$ cat src/rtl/stream_rr_arbiter.sv
// N-to-1 round-robin arbiter for valid/ready streams with a one-entry registered output stage.
// The rotating priority pointer advances past each granted requester so every active stream is served within N accepts.
module stream_rr_arbiter #(
    parameter int N  = 4,
    parameter int DW = 32,
    parameter int CW = 16
) (
    input  logic                 clk,
    input  logic                 rst,
    input  logic [N*DW-1:0]      in_data,
    input  logic [N-1:0]         in_valid,
    output logic [N-1:0]         in_ready,
    output logic [DW-1:0]        out_data,
    output logic                 out_valid,
    input  logic                 out_ready,
    output logic [$clog2(N)-1:0] grant_idx,
    output logic [CW-1:0]        xfer_count
);

    localparam int IW = $clog2(N);
    localparam int SW = IW + 1;

    logic [IW-1:0]   ptr;
    logic [IW-1:0]   sel;
    logic            has_sel;
    logic [DW-1:0]   sel_data;
    logic [2*N-1:0]  dbl;
    logic [SW-1:0]   sum;
    logic            load_en;
    logic            accept;
    logic            drain;

    assign load_en = !out_valid || out_ready;
    assign accept  = has_sel && load_en && !rst;
    assign drain   = out_valid && out_ready;

    // Rotate the request vector so bit 0 is the current highest-priority requester
    always_comb begin
        dbl     = {in_valid, in_valid} >> ptr;
        has_sel = 1'b0;
        sum     = '0;
        for (int k = 0; k < N; k++) begin
            if (!has_sel && dbl[k]) begin
                has_sel = 1'b1;
                sum     = {1'b0, ptr} + SW'(k);
            end
        end
        if (sum >= SW'(N)) begin
            sum = sum - SW'(N);
        end
        sel = sum[IW-1:0];
    end

    always_comb begin
        sel_data = '0;
        in_ready = '0;
        for (int i = 0; i < N; i++) begin
            if (sel == IW'(i)) begin
                sel_data    = in_data[i*DW +: DW];
                in_ready[i] = accept;
            end
        end
    end

    always_ff @(posedge clk) begin
        if (rst) begin
            out_valid  <= 1'b0;
            out_data   <= '0;
            grant_idx  <= '0;
            xfer_count <= '0;
            ptr        <= '0;
        end else begin
            if (drain) begin
                xfer_count <= xfer_count + CW'(1);
            end
            if (accept) begin
                out_data  <= sel_data;
                out_valid <= 1'b1;
                grant_idx <= sel;
                ptr       <= (sel == IW'(N - 1)) ? '0 : sel + IW'(1);
            end else if (drain) begin
                out_valid <= 1'b0;
            end
        end
    end

endmodule

$ cat config.mk
export PLATFORM = sky130hd
export DESIGN_NAME = stream_rr_arbiter
export DESIGN_NICKNAME = d
export VERILOG_FILES = /design/src/rtl/stream_rr_arbiter.sv
export SDC_FILE = /design/constraint.sdc
export NUM_CORES = 1
export LEC_CHECK = 0
export BUFFER_PORTS_ARGS = -buffer_cell sky130_fd_sc_hd__buf_2
export CORE_MARGIN = 2
export CORE_UTILIZATION = 30
export DETAILED_ROUTE_END_ITERATION = 6
export PLACE_DENSITY_LB_ADDON = 0.2
export SETUP_SLACK_MARGIN = 0.15
export SLEW_MARGIN = 10
export SYNTH_ARGS = -nofsm -noshare
export SYNTH_HDL_FRONTEND = slang
export SYNTH_SLANG_ARGS = --single-unit
$ cat constraint.sdc
create_clock -name clk -period 3 [get_ports clk]
set_clock_uncertainty 0.15 [all_clocks]
set_input_delay 0 -clock clk [delete_from_list [all_inputs] [get_ports clk]]
set_output_delay 0 -clock clk [all_outputs]
set_load 0.05 [all_outputs]
Yosys cells after proc, flatten, opt, wreduce, memory -nomap -nowiden
Cells that the tools add are included.
W data, S select, Z words.
{ "classes": {"n_addsub": 6, "shifts": 1, "n_lt_le_gt_ge": 1, "n_eq_ne": 3, "muxes": 20, "reduce_logical": 14} }
{ "op_table": {"columns": ["operator", "count"], "rows": [
  ["$mux W32", 4],
  ["$add A16 B1 Y16 const B", 1],
  ["$mux W1", 10],
  ["$mux W3", 3],
  ["$shr A8 B2 Y4", 1],
  ["$add A2 B2 Y3 const B", 2],
  ["$logic_and A1 B1 Y1", 6],
  ["$mux W2", 3],
  ["$logic_not A1 Y1", 5],
  ["$eq A2 B2 Y1 const B", 2],
  ["$add A2 B1 Y3 const B", 1],
  ["$ge A3 B3 Y1 const B", 1],
  ["$add A2 B1 Y2 const B", 1],
  ["$eq A2 B1 Y1 const B", 1],
  ["$logic_not A2 Y1", 1],
  ["$reduce_bool A2 Y1", 1],
  ["$sub A2 B1 Y2 const B", 1],
  ["$logic_or A1 B1 Y1", 1]
]} }
{ "totals": {"register_bits": 53, "out_inout_bits": 55, "word_cells": 50} }

Logic depth before layout (Yosys ltp)
Gate-level depths: netlist of the first run.
{ "depth": {"ltp_word": 18, "depth_mapped": 12, "mapped_depth_nobuf": 9} }

Least setup slack after synthesis of the first run
OpenSTA, ideal clock, no wires.
{ "synth_timing": {"path_kind": "register to register", "from": "register ptr[0]", "to": "register out_data[0]", "synth_period_minus_slack_ns": 2.475, "path_stages_with_launch": 13, "required_time_ns": 2.718, "slack_ns": 0.525, "arrival_ns": 2.193, "path_cell_list": "dfxtp_1 -> inv_1 -> a22o_1 -> a211o_1 -> inv_1 -> ha_1 -> buf_2 -> nor2b_1 -> clkbuf_1 -> clkbuf_1 -> a221o_1 -> a221oi_1 -> nor3_1"} }
{ "synth_between": {"elab_chain_cells": 18} }
{ "synth_rtl": {"columns": ["element", "line_no", "text"], "rows": [
  ["start, declared", "23", "logic [IW-1:0] ptr;"],
  ["start signal, assigned", "80", "ptr <= (sel == IW'(N - 1)) ? '0 : sel + IW'(1);"],
  ["$shr A8 B2 Y4", "39", "dbl = {in_valid, in_valid} >> ptr;"],
  ["$mux W1", "43", "if (!has_sel && dbl[k]) begin"],
  ["$logic_not A1 Y1", "43", null],
  ["$logic_and A1 B1 Y1", "43", null],
  ["$mux W1", "43", null],
  ["$logic_not A1 Y1", "43", null],
  ["$logic_and A1 B1 Y1", "43", null],
  ["$mux W1", "43", null],
  ["$logic_not A1 Y1", "43", null],
  ["$logic_and A1 B1 Y1", "43", null],
  ["$mux W3 (*)", "43", null],
  ["$ge A3 B3 Y1 or $sub A2 B1 Y2 (tied branches)", "48, 49", null],
  ["$mux W2 (*)", "48", "if (sum >= SW'(N)) begin"],
  ["named net sum[0]", "28", "logic [SW-1:0] sum;"],
  ["$logic_not A2 Y1", "58", "if (sel == IW'(i)) begin"],
  ["$mux W32 (3 in series)", "58", null],
  ["$mux W32 (*)", "58", null],
  ["end signal, assigned", "77", "out_data <= sel_data;"],
  ["end, declared", "13", "output logic [DW-1:0] out_data,"]
]} }
Mark *: on every way through the listed nets, which the timed path passes. The rest lies on a longest branch.
A chain may end at the register's enable or synchronous reset.

Worst setup path in the final report of the first run
{ "layout_timing": {"from": "register ptr[0]", "to": "output in_ready[1]"} }
{ "layout_between": {"elab_chain_cells": 15} }
{ "layout_rtl": {"columns": ["element", "line_no", "text"], "rows": [
  ["$shr A8 B2 Y4", "39", null],
  ["$mux W1", "43", null],
  ["$logic_not A1 Y1", "43", null],
  ["$logic_and A1 B1 Y1", "43", null],
  ["$mux W1", "43", null],
  ["$logic_not A1 Y1", "43", null],
  ["$logic_and A1 B1 Y1", "43", null],
  ["$mux W1", "43", null],
  ["$logic_not A1 Y1", "43", null],
  ["$logic_and A1 B1 Y1", "43", null],
  ["$mux W3 (*)", "43", null],
  ["$ge A3 B3 Y1 or $sub A2 B1 Y2 (tied branches)", "48, 49", null],
  ["$mux W2 (*)", "48", null],
  ["named net sum[0]", "28", null],
  ["$eq A2 B1 Y1 (*)", "58", null],
  ["$mux W1 (*)", "58", null],
  ["end, declared", "12", "output logic [N-1:0] in_ready,"]
]} }
Marked as above.

==> reports/qor.csv, run 1 <==
stage,metric,value,unit
run_status,status,completed,
place,GPL Wtd Cong,0.792,
final_layout,# diodes,0,
logic_synthesis,Synth area leader,dfxtp_1,
clock_network,CTS tree,built,
place,Port Buffers,189,
floorplanning,CORE AREA,9770,µm²
clock_network,Clock transition at path regs,0.10,ns
logic_synthesis,Mean Syn Cell Area,7.82,µm²
floorplanning,Die Ht,104,µm
critical_path,Setup CP Type,reg -> out,
timing,Max-slew headroom,50.2,%
final_layout,fin area,4710,µm²
power_and_ir_drop,worst vdd ir,0.000279,V
final_layout,Final #Nets,744,
place,DP Cell Count,680,
timing,setup violators final,0,
place,placed cell areas,4080,µm²
logic_synthesis,post-synthesis cell type count,33,
timing,Fin Setup TNS,0,ns
final_layout,post-route core utilization,48.2,%
clock_network,Clock Tree Buf Depth,2,
timing,Tmin final,2.58,ns
logic_synthesis,Most used DFF post-synth,dfxtp_1,
logic_synthesis,Syn Nets,526,
global_route,GRT Total Usage,18.9,%
timing,max-slew violations,0,
routing,Post-route DRC,0,
logic_synthesis,post-synthesis async set-or-reset flop share,0,%
global_route,number of global-route vias before repair,3631,
timing,Fmax,387,MHz
clock_network,CTS H-Tree Depth,2,
global_route,global-route wire length before repair,17000,µm
power_and_ir_drop,PwrDens,545,nW/µm²
clock_network,cts bufs inserted,5,
routing,DR pass1 iterations,6,
critical_path,worst path arrival time,2.43,ns
critical_path,CP startpoint kind,flip-flop,
place,DP HPWL,7400,µm
logic_synthesis,"EDFF count, synth",0,
global_route,pin count of the biggest net entering global routing,55,
floorplanning,row count,36,
clock_network,Root Driver,clkbuf_8,
floorplanning,Initial Util,30.9,%
min_path,class of the worst hold path,in -> reg,
job,Max Cap Violations,0,
timing,WHS,0.00455,ns
critical_path,Critical Path Sink Type,primary output,
global_route,initial antenna violation count,0,
logic_synthesis,#FFs+latches synth,53,
floorplanning,DIE AREA,10900,µm²
critical_path,CP Max Fanout,33,
timing,period utilization,86.1,%
min_path,hold path cells,4,
final_layout,layout cells sized above 1,35.2,%
logic_synthesis,"Seq/Total Area, Yosys",35.1,%
routing,Post-DRT Antenna Nets,0,
routing,Avg WL per Cell,14.6,µm
clock_network,CTS Sinks,53,
floorplanning,io pins,190,
logic_synthesis,most frequent cell after synthesis,dfxtp_1,
logic_synthesis,post-synthesis cell area,3020,µm²
timing,Worst-Margin Slew,0.745,ns
logic_synthesis,largest cells by area after synthesis,"dfxtp_1 35%, a221o_1 11%, a221oi_1 9.3%",
global_route,grt ovf,0,
floorplanning,Die Width,104,µm
clock_network,latest clock arrival within the worst-skew pair,0.31,ns
critical_path,Worst Reg-to-Reg Cells,10,
power_and_ir_drop,Pleak,2.24,nW
logic_synthesis,top post-synthesis cells by count,"53 x dfxtp_1, 44 x nor2_1, 41 x a21oi_1",
final_layout,Layout area overhead,56.0,%
timing,Setup WS post-layout,0.417,ns
timing,"Hold Violations, Final",0,
power_and_ir_drop,power after layout,2.57,mW
logic_synthesis,top-area cell type share of the netlist area,35.1,%
routing,initial DRC count,106,
place,pre-CTS setup slack,0.148,ns
routing,final wirelength,10800,µm
timing,RSZ-0062 raised after global routing,false,
logic_synthesis,Syn Inst Count,386,
final_layout,fin cells,738,
logic_synthesis,Synthesis Warnings,0,
critical_path,worst path required time,2.85,ns
routing,Vias,3729,
routing,Vias/cell,5.05,
worst paths after layout:
path / from / to / slack, ns
min: in_data[5] / out_data[5] / 0.005
min reg2reg: xfer_count[15] / xfer_count[15] / 0.34
max: ptr[0] / in_ready[1] / 0.42
max reg2reg: ptr[0] / out_data[8] / 0.42
critical path: stages (launching register included):
cell and delay, ns:
dfxtp_1 0.34, inv_1 0.07, a22o_1 0.21, a211o_1 0.35, inv_1 0.12, ha_1 0.23
buf_4 0.36, and2_1 0.18, buf_2 0.26
cell type report:
type / instances / area (µm²)
fill: 971 / 5060
multi-input combinational: 257 / 1690
timing repair buffer: 247 / 1530
sequential: 53 / 1060
tap: 133 / 166
inverter: 40 / 150
clock buffer: 5 / 68.8
clock inverter: 3 / 47.5
cells in the final DEF (no fill, tap or decap), types with 3 or more instances in the layout:
master / count
nand2b_1: 3
a221oi_1: 32
or3_1: 5
inv_1: 40
buf_4: 6
nor3_1: 37
xnor2_1: 9
ha_1: 3
dfxtp_1: 53
buf_2: 189
dlygate4sd3_1: 50
clkbuf_8: 5
nand3_1: 3
a221o_1: 32
o21ai_0: 8
nand4_1: 4
a21oi_1: 41
and2_1: 5
nor2_1: 44
nand2_1: 8
layer usage:
metal	vias to the layer above	routed length, µm	GRT usage (%)	part of all wire [%]
met5	-	0	0	0
met4	0	243	6.47	2.3
met3	20	679	4.07	6.3
met2	148	5470	34.4	51
met1	1710	4380	21.7	41
li1	1851	-	-	-
power breakdown:
group / switching, mW / internal, mW
registers: 0.0414 / 0.775
clock network: 0.258 / 0.255
logic: 0.748 / 0.490
flip-flops by register name, summed over array words and instances (netlist names):
| register | cells |
|---|---|
| grant_idx | 2 |
| xfer_count | 16 |
| ptr | 2 |
| out_valid | 1 |
| out_data | 32 |
cell families after synthesis:
logic type      after synthesis  synth area share (%)
buf+inv                      76                  9.82
xor+xnor                     10                  2.90
simple gates                124                  20.7
compound gates              118                  29.4
flops                        53                  35.1
fa+ha+maj                     5                  2.07
timing repair:
item	in CTS	in global routing
setup endpoints to repair	4	0
hold endpoints to repair	34	8
hold buffers	49	1
buffers inserted	0	0
gates resized for setup	1	0
Power figures use the tool's default switching activity.
==> run 2: changes to the inputs <==
CORE_MARGIN = 4   (was 2)
PLACE_DENSITY = 0.56   (was default)
PLACE_DENSITY_LB_ADDON = default   (was 0.2)
==> reports/qor.csv, run 2 (same netlist as run 1, synthesis figures left out) <==
stage,metric,value,unit
critical_path,CP Max Fanout,17,
place,pre-CTS setup slack,0.317,ns
routing,Post-DRT Antenna Nets,0,
clock_network,CTS H-Tree Depth,2,
timing,Tmin final,2.59,ns
routing,Post-route DRC,0,
power_and_ir_drop,worst vdd ir,0.000269,V
timing,Max-slew headroom,50.7,%
routing,Avg WL per Cell,15.3,µm
power_and_ir_drop,PwrDens,536,nW/µm²
routing,final wirelength,11200,µm
timing,RSZ-0062 raised after global routing,false,
floorplanning,CORE AREA,9770,µm²
global_route,pin count of the biggest net entering global routing,55,
routing,Vias,3724,
place,DP HPWL,7970,µm
final_layout,biggest regs,"out_data: 32 flops, xfer_count: 16 flops",
power_and_ir_drop,Int Pwr,1.43,mW
run_status,status,completed,
power_and_ir_drop,combinational power share,49.8,%
floorplanning,Die Ht,108,µm
power_and_ir_drop,Reg power frac,33.2,%
clock_network,Clock Tree Buf Depth,2,
min_path,class of the worst hold path,in -> reg,
power_and_ir_drop,power after layout,2.46,mW
routing,DR pass1 iterations,4,
timing,Fmax,386,MHz
floorplanning,Die Width,108,µm
timing,Fin Setup TNS,0,ns
global_route,GRT Total Usage,18.3,%
clock_network,cts bufs inserted,5,
power_and_ir_drop,clock share of power,17.0,%
critical_path,Critical Path Sink Type,flip-flop,
final_layout,Layout area overhead,51.6,%
place,Port Buffers,189,
clock_network,Root Driver,clkbuf_8,
power_and_ir_drop,Net Switching,1.02,mW
timing,period utilization,86.4,%
routing,initial DRC count,172,
timing,setup violators final,0,
final_layout,layout cells sized above 1,35.7,%
timing,Setup WS post-layout,0.407,ns
final_layout,most common library cell in the layout ignoring fill and taps,buf_2,
place,GPL Wtd Cong,0.824,
critical_path,Worst R2R End,out_data[6],
job,Max Cap Violations,0,
floorplanning,io pins,190,
clock_network,CTS tree,built,
timing,"Hold Violations, Final",0,
clock_network,post-CTS setup buffer count,0,
critical_path,worst path arrival time,2.61,ns
clock_network,Clock transition at path regs,0.10,ns
timing,max-slew violations,0,
min_path,terminating pin of the worst hold path,out_data[20],
floorplanning,DIE AREA,11700,µm²
global_route,number of global-route vias before repair,3640,
final_layout,Biggest register,out_data,
final_layout,Final #Nets,736,
final_layout,most frequent cells in the layout,"189 x buf_2, 53 x dfxtp_1, 44 x nor2_1, 41 x a21oi_1",
power_and_ir_drop,Pleak,2.19,nW
global_route,global-route wire length before repair,17200,µm
final_layout,fin area,4580,µm²
power_and_ir_drop,sw frac,41.6,%
critical_path,worst reg2reg startpoint,ptr[0],
min_path,hold path cells,4,
min_path,Hold Startpoint,in_data[20],
final_layout,# diodes,0,
critical_path,R2R Setup Slk,0.42,ns
global_route,grt ovf,0,
place,placed cell areas,4090,µm²
global_route,initial antenna violation count,0,
timing,Worst-Margin Slew,0.739,ns
clock_network,CTS Sinks,53,
final_layout,number of flip-flops in the largest register,32,
critical_path,Setup CP Type,in -> reg,
floorplanning,row count,36,
clock_network,latest clock arrival within the worst-skew pair,0.30,ns
critical_path,worst path required time,3.02,ns
critical_path,Worst Reg-to-Reg Cells,10,
critical_path,CP startpoint kind,input port,
routing,Vias/cell,5.11,
floorplanning,Initial Util,30.9,%
-- run 2: cell types whose count changed in the layout (fill, tap and decap cells not counted) --
cell           previous run  this run
clkbuf_1                  0         1
clkbuf_8                  5         6
bufinv_16                 1         0
nor3_2                    0         1
buf_12                    2         1
buf_4                     6         9
inv_6                     2         0
dlygate4sd3_1            50        40
nor3_4                    1         0
-- run 2: area by class of cell --
type | count | area, µm²
Timing Repair Buffer | 239 | 1430
Sequential cell | 53 | 1060
Multi-Input combinational cell | 257 | 1680
Tap cell | 133 | 166
Fill cell | 991 | 5200
Inverter | 40 | 150
Clock buffer | 7 | 86.3
-- run 2: per-stage QoR --
stage / utilization, % / instances / hold slack (ns)
after floorplan: - / 386 / 0.0592
after global placement: 41.8 / 682 / 0.179
after detailed placement: 41.8 / 682 / 0.199
after CTS: 46.8 / 729 / 0.000359
after global routing: 46.8 / 729 / 0.0167
final: 46.8 / 729 / 0.00690
-- run 2: how the worst max path moves through the flow --
| stage | slack, ns | start | to |
|---|---|---|---|
| 5_1_grt | 0.19 | ptr[0] | out_data[31] |
| 2_1_floorplan | 0.53 | ptr[0] | out_data[0] |
| 3_5_place_dp | 0.32 | ptr[1] | out_data[6] |
| 6_report | 0.41 | in_valid[3] | out_data[6] |
| 3_3_place_gp | 0.35 | ptr[1] | out_data[9] |
| 4_1_cts | 0.30 | ptr[1] | out_data[6] |
-- run 2: critical path, cell delays in order --
cell and delay (ns):
dlygate4sd3_1 0.55, buf_2 0.13, inv_1 0.05, a22o_1 0.17, a211o_1 0.35, inv_1 0.12
ha_1 0.23, nor2b_4 0.11, buf_4 0.22, a221o_1 0.31, a221oi_1 0.27, nor3_1 0.09
-- run 2: timing repair --
| item | 4_1_cts | 5_1_grt |
|---|---|---|
| setup endpoints to repair | 0 | 17 |
| hold endpoints to repair | 34 | 0 |
| gates resized for setup | 0 | 1 |
| hold buffers | 40 | 0 |
-- run 2: metal layers --
metal / vias up / part of all wire [%] / GRT usage [%] / wire length [µm]
li1: 1831 / - / - / -
met1: 1713 / 40 / 21.4 / 4440
met2: 166 / 51 / 33.0 / 5730
met3: 14 / 7.7 / 4.60 / 863
met4: 0 / 1.3 / 4.96 / 140
met5: - / 0 / 0 / 0
-- run 2: power by group through the flow --
stage	clock, mW	combinational [mW]	sequential (mW)
finish	0.417	1.22	0.816
global route	0.459	1.33	0.827
CTS	0.441	1.22	0.816
detailed placement	0	1.17	0.831
global placement	0	1.17	0.830
floorplan	0	0.639	1.05
